## config.mk

```make
export PLATFORM = sky130hd
export DESIGN_NAME = pagerank_gather
export DESIGN_NICKNAME = d
export VERILOG_FILES = /design/src/rtl/pagerank_gather.sv
export SDC_FILE = /design/constraint.sdc
export NUM_CORES = 2
export LEC_CHECK = 0
export BUFFER_PORTS_ARGS = -buffer_cell sky130_fd_sc_hd__buf_2
export CAP_MARGIN = 20
export CORE_MARGIN = 3
export CORE_UTILIZATION = 45
export CTS_CLUSTER_SIZE = 40
export DETAILED_ROUTE_END_ITERATION = 8
export HOLD_SLACK_MARGIN = 0.15
export SLEW_MARGIN = 15
export SYNTH_ARGS = -nofsm -noshare
export SYNTH_HDL_FRONTEND = slang
export SYNTH_SLANG_ARGS = --single-unit
```

## constraint.sdc

```tcl
create_clock -name clock -period 11.9 [get_ports clock]
set_input_delay 1.19 -clock clock [delete_from_list [all_inputs] [get_ports clock]]
set_output_delay 1.19 -clock clock [all_outputs]
set_load 0.05 [all_outputs]
```

## src/rtl/pagerank_gather.sv

```systemverilog
// pagerank_gather
//
// Gather-phase consumer for the pagerank scatter engine, one instance per
// partition. It sums the (node_id, contribution) stream from the scatter
// unit into one accumulator per node. When scatter signals completion, it
// streams pr_new = TELEPORT + DAMPING*acc, one rank per node, to the rank
// store in node order.
//
// Ports:
//   clock, reset_n        rising-edge clock; asynchronous active-low reset
//   start                 begins an iteration (sampled in IDLE only)
//   in_valid/in_ready     contribution handshake (in_ready high only in ACCUM)
//   in_node_id/in_contrib destination node and contribution value
//   scatter_done          level; scatter finished for this iteration
//   out_valid/out_ready   updated-rank handshake
//   out_node_id           node index of out_pagerank
//   out_pagerank          updated rank
//   busy                  high in any state except IDLE
//   iteration_done        one-cycle pulse after the last rank transfers
//   err_bad_id            sticky flag; an out-of-range id was dropped
module pagerank_gather #(
  parameter int unsigned       NUM_NODES = 16,
  parameter int unsigned       DATA_W    = 64,
  parameter int unsigned       FRAC_W    = 32,
  parameter logic [DATA_W-1:0] DAMPING   = 64'h0000_0000_D999_999A,
  parameter logic [DATA_W-1:0] TELEPORT  = 64'h0000_0000_0266_6666
) (
  input  logic              clock,
  input  logic              reset_n,
  input  logic              start,
  input  logic              in_valid,
  output logic              in_ready,
  input  logic [31:0]       in_node_id,
  input  logic [DATA_W-1:0] in_contrib,
  input  logic              scatter_done,
  output logic              out_valid,
  input  logic              out_ready,
  output logic [31:0]       out_node_id,
  output logic [DATA_W-1:0] out_pagerank,
  output logic              busy,
  output logic              iteration_done,
  output logic              err_bad_id
);

  localparam int unsigned IDX_W = (NUM_NODES > 1) ? $clog2(NUM_NODES) : 1;
  localparam logic [IDX_W-1:0] LAST_IDX = IDX_W'(NUM_NODES - 1);

  typedef enum logic [2:0] {
    IDLE  = 3'd0,
    CLEAR = 3'd1,
    ACCUM = 3'd2,
    APPLY = 3'd3,
    DONE  = 3'd4
  } state_t;

  state_t            state;
  state_t            state_nxt;
  logic [DATA_W-1:0] acc [NUM_NODES];
  logic [IDX_W-1:0]  k;
  logic [IDX_W-1:0]  in_idx;
  logic              id_ok;
  logic              in_xfer;
  logic              out_xfer;
  logic              last_node;

  // Accumulator add that sticks at all-ones instead of wrapping.
  function automatic logic [DATA_W-1:0] sat_add(input logic [DATA_W-1:0] a,
                                                input logic [DATA_W-1:0] b);
    logic [DATA_W:0] s;
    s = {1'b0, a} + {1'b0, b};
    return s[DATA_W] ? {DATA_W{1'b1}} : s[DATA_W-1:0];
  endfunction

  // Damping: TELEPORT + ((DAMPING*a) >> FRAC_W) with a full-width product;
  // anything that does not fit in DATA_W bits saturates to all-ones.
  function automatic logic [DATA_W-1:0] damp_apply(input logic [DATA_W-1:0] a);
    logic [2*DATA_W-1:0] prod;
    logic [2*DATA_W:0]   sum;
    prod = (2*DATA_W)'(DAMPING) * (2*DATA_W)'(a);
    sum  = {1'b0, prod >> FRAC_W} + (2*DATA_W+1)'(TELEPORT);
    return (|sum[2*DATA_W:DATA_W]) ? {DATA_W{1'b1}} : sum[DATA_W-1:0];
  endfunction

  assign id_ok     = (in_node_id < 32'(NUM_NODES));
  assign in_idx    = in_node_id[IDX_W-1:0];
  assign in_xfer   = in_valid && in_ready;
  assign out_xfer  = out_valid && out_ready;
  assign last_node = (k == LAST_IDX);

  // Control state: FSM register, output index and sticky error flag.
  always_ff @(posedge clock or negedge reset_n) begin
    if (!reset_n) begin
      state      <= IDLE;
      k          <= '0;
      err_bad_id <= 1'b0;
    end else begin
      state <= state_nxt;
      if (state == IDLE && start) begin
        err_bad_id <= 1'b0;
      end else if (in_xfer && !id_ok) begin
        err_bad_id <= 1'b1;
      end
      if (state == ACCUM) begin
        k <= '0;
      end else if (out_xfer) begin
        k <= last_node ? '0 : k + 1'b1;
      end
    end
  end

  // Accumulator bank: parallel clear in CLEAR, one saturating add per beat.
  // A beat arriving with scatter_done still lands because ACCUM is the
  // current state on that edge.
  always_ff @(posedge clock or negedge reset_n) begin
    if (!reset_n) begin
      for (int i = 0; i < int'(NUM_NODES); i++) acc[i] <= '0;
    end else if (state == CLEAR) begin
      for (int i = 0; i < int'(NUM_NODES); i++) acc[i] <= '0;
    end else if (in_xfer && id_ok) begin
      acc[in_idx] <= sat_add(acc[in_idx], in_contrib);
    end
  end

  // Next state and outputs. The rank output is a function of the held
  // index k, so it stays stable while the consumer stalls.
  always_comb begin
    state_nxt      = state;
    in_ready       = 1'b0;
    out_valid      = 1'b0;
    out_node_id    = '0;
    out_pagerank   = '0;
    busy           = 1'b1;
    iteration_done = 1'b0;
    unique case (state)
      IDLE: begin
        busy = 1'b0;
        if (start) state_nxt = CLEAR;
      end
      CLEAR: state_nxt = ACCUM;
      ACCUM: begin
        in_ready = 1'b1;
        if (scatter_done) state_nxt = APPLY;
      end
      APPLY: begin
        out_valid    = 1'b1;
        out_node_id  = 32'(k);
        out_pagerank = damp_apply(acc[k]);
        if (out_ready && last_node) state_nxt = DONE;
      end
      DONE: begin
        iteration_done = 1'b1;
        state_nxt      = IDLE;
      end
      default: state_nxt = IDLE;
    endcase
  end

endmodule

```

==> results by group <==
Floorplan
  • Die W: 458 um
  • Die ar.: 209,000 um2
  • Boundary Pins: 203
  • # rows: 165
  • Initial Util: 45.3%
  • Core Footprint: 203,000 um2
  • Die height: 458 um

Global route
  • Largest net degree at the start of global routing: 244
  • First-pass GRT wire length: 463,000 um
  • Initial antenna violation count: 6
  • GRT overflow: 0
  • GRT Total Usage: 28.9%
  • Vias in the first global route: 72,500

Critical path
  • CP startpoint kind: flop
  • Crit-path max cell delay: 0.60 ns
  • Setup CP Type: flop to output port
  • CP top delay family: adder cells
  • Critical Path AT: 11.12 ns
  • Crit-path most repeated cell: fa_1
  • CP max FO: 8
  • Worst Path Required: 10.71 ns
  • Worst setup EP type: output port
  • Buf/Inv on CP: 13
  • Critical Path Slowest Stage Cell: mux4_2

Power and ir drop
  • PwrDens: 96.1 nW/um2
  • Leak: 49.4 nW
  • IR Drop Worst-Case VDD: 0.000124 V

Place
  • GP Congestion: 0.997
  • Post-Place Cells: 11,500
  • Input/output buffers: 174
  • DP Area: 98,800 um2
  • DP HPWL: 216,000 um

STA
  • Final Hold Slack: 0.448 ns
  • Max-slew violations: 0
  • Final setup vio count: 64
  • RSZ-0062 raised after global routing: yes
  • Final Hold Fails: 0
  • Setup TNS: -22.39 ns
  • F_max: 81.2 MHz
  • Setup ws final: -0.414 ns
  • Slew headroom: 0.692%
  • Worst-Margin Slew: 1.49 ns
  • Final period utilization: 103%
  • Final clock skew: 0.0521 ns
  • Min Clock Period, post-route: 12.31 ns

Detailed routing
  • Post-DRT Antenna Nets: 0
  • Drc violations: 0
  • Vias: 71,300
  • Wire per inst: 25.6 um
  • DRT Wirelength: 303,000 um
  • DR iter-0 viols: 6,607
  • Vias per cell: 6.02
  • Pre-antenna DRT Iters: 6

Clock network
  • Clock transition at the registers of the reported paths: 0.06 ns
  • Clk_lat worst skew: 0.77 ns
  • CTS Hold Bufs: 0
  • Clk buf depth: 3
  • CTS sink count: 1,032
  • Total CTS buffers: 104
  • CTS tree: done
  • H-tree levels: 3
  • Root buffer cell: clkbuf_16

Synth
  • Area contributors post-synth: dfrtp_1 (28%), fa_1 (17%), mux4_2 (16%)
  • Cell accounting for the most synthesized area: dfrtp_1
  • Post-synthesis compound-gate area fraction: 10.9%
  • Mux cell area share after synthesis: 15.7%
  • Synth Cell Area: 91,700 um2
  • Syn avg cell area: 10.4 um2
  • Post-synth top area share: 28.2%
  • Count of cell types in the netlist: 97
  • Synth Area in XOR/XNOR: 2.36%
  • Synth Flop Type: dfrtp_1
  • Yosys reg bits: 1,032
  • Simple-Gate Fraction of Synth Area: 10.5%
  • Yosys warns: 0
  • EDFF count, synth: 0
  • Post-synthesis sequential area ratio: 28.2%
  • Ys async rst share: 100%
  • Adder-Cell Fraction of Synth Area: 24.7%
  • Syn Inst Count: 8,780
  • Main combinational cell family by area after synthesis: adder cells

Layout
  • Area delta synth->final: 17.0%
  • Fin area: 107,000 um2
  • Core Util, Final: 53.0%
  • Post-layout net count: 10,500
  • Non-Filler Instances: 11,900
  • FILL cells: 17,800
  • Area of the multi-input gates: 62,400 um2
  • Layout cells sized above 1: 23.4%
  • Register area: 25,800 um2

Run status
  • Failing checks: negative setup slack
  • Status: complete, but fails checks

Worst hold path
  • Worst hold-check path type: primary input to async pin

Job
  • Max-Cap Viols: 0
[layout make-up]
type                       instances  share of cell area (%)
multi-input combinational       5963                    58.2
tap                             2672                    3.12
antenna                            2                 0.00466
sequential                      1032                    24.1
clock inverter                    46                   0.587
clock buffer                     140                    2.72
timing repair buffer             878                    7.36
inverter                        1123                    3.95
[cell families (layout without fill, tap and decap cells)]
family	count (synthesis)	after routing
and+or+nand+nor	1933	1933
buffers and inverters	1812	2187
AOI/OAI and AO/OA	1775	1775
adders and majority gates	1336	1336
DFF	1032	1032
muxes	644	644
xor gates and xnor gates	247	247
other	1	30
[path summary, 6_finish.rpt]
path	start	to	slack [ns]	cells past startpoint
max	k[0]	out_pagerank[52]	-0.41	37
min	reset_n	acc[50]	0.45	1
max reg2reg	acc[266]	acc[471]	4.40	17
min reg2reg	acc[260]	acc[260]	0.52	2
max in group asynchronous	reset_n	acc[902]	8.38	4
min in group clock	acc[260]	acc[260]	0.52	2
[metrics by stage]
| step | total power, mW | setup slack, ns |
|---|---|---|
| floorplan | 5.47 | 0.00317 |
| CTS | 10.3 | -0.437 |
| detailed placement | 6.40 | -0.298 |
| global route | 10.7 | -0.762 |
| finish | 10.3 | -0.414 |
| global placement | 6.38 | -0.311 |
[power by group]
group	total [mW]	switching (mW)	internal (mW)
combinational	3.26	1.83	1.42
sequential	3.60	0.0646	3.53
clock	3.46	1.51	1.95
total	10.3	3.41	6.91
[registers in the layout, indices dropped and copies added (netlist names)]
register	flops
acc	1024
err_bad_id	1
state	3
k	4
[synthesized netlist by cell type, drive strengths merged, types with 5 or more instances]
library cell  instances
o21ai              1131
inv                1122
nand3              1055
dfrtp              1032
fa                  797
mux4                638
clkbuf              600
ha                  539
a21oi               296
nand2               264
nor2                233
xnor2               132
xor2                115
a21o                 97
buf                  89
nand2b               73
nand4                69
nor3                 57
o21bai               36
o21a                 33
and2                 28
nor2b                27
nor4                 25
and3                 24
a211oi               22
and4                 21
a31oi                18
or3                  18
o211ai               17
a221oi               14
or2                  14
o31ai                11
a22oi                10
a21boi                9
o221ai                9
a211o                 7
a311oi                7
nor3b                 7
a2111oi               6
a31o                  6
a41oi                 6
mux2i                 6
o311ai                6
o22ai                 5
[repair_timing]
action                     CTS  global route
pin swaps                   33            90
setup endpoints to repair   64            64
setup buffers               82            67
cloned                      12             5
resized for setup          376           253
[routing by layer]
layer  routed length (um)  up-vias  GRT usage, %  share of wire (%)
met2               142000     2867          45.9                 47
met3                21900      505          4.20                7.2
met1               129000    36600          41.2                 42
met5                    0        -             0                  0
li1                     -    31300             -                  -
met4                10700        0          9.15                3.5
[placed cells by master, fill, tap and decap left out, drive strengths merged, types with 10 or more instances in the layout]
cell type	Yosys	routed
ha	539	539
nor2b	27	27
fa	797	797
buf	89	871
nor3	57	57
nor2	233	233
a221oi	14	14
clkinv	1	29
clkbuf	600	145
nand2b	73	73
xor2	115	115
inv	1122	1121
o21bai	36	36
a31oi	18	18
and4	21	21
a211oi	22	22
and3	24	24
o211ai	17	17
a21o	97	97
a22oi	10	10
nand2	264	264
or2	14	14
dfrtp	1032	1032
o21a	33	33
mux4	638	638
o21ai	1131	1131
or3	18	18
nand3	1055	1055
conb	1	28
o31ai	11	11
xnor2	132	132
nor4	25	25
a21oi	296	296
bufinv	0	10
nand4	69	69
and2	28	28
Note: power is estimated with default switching activity, not from simulation.
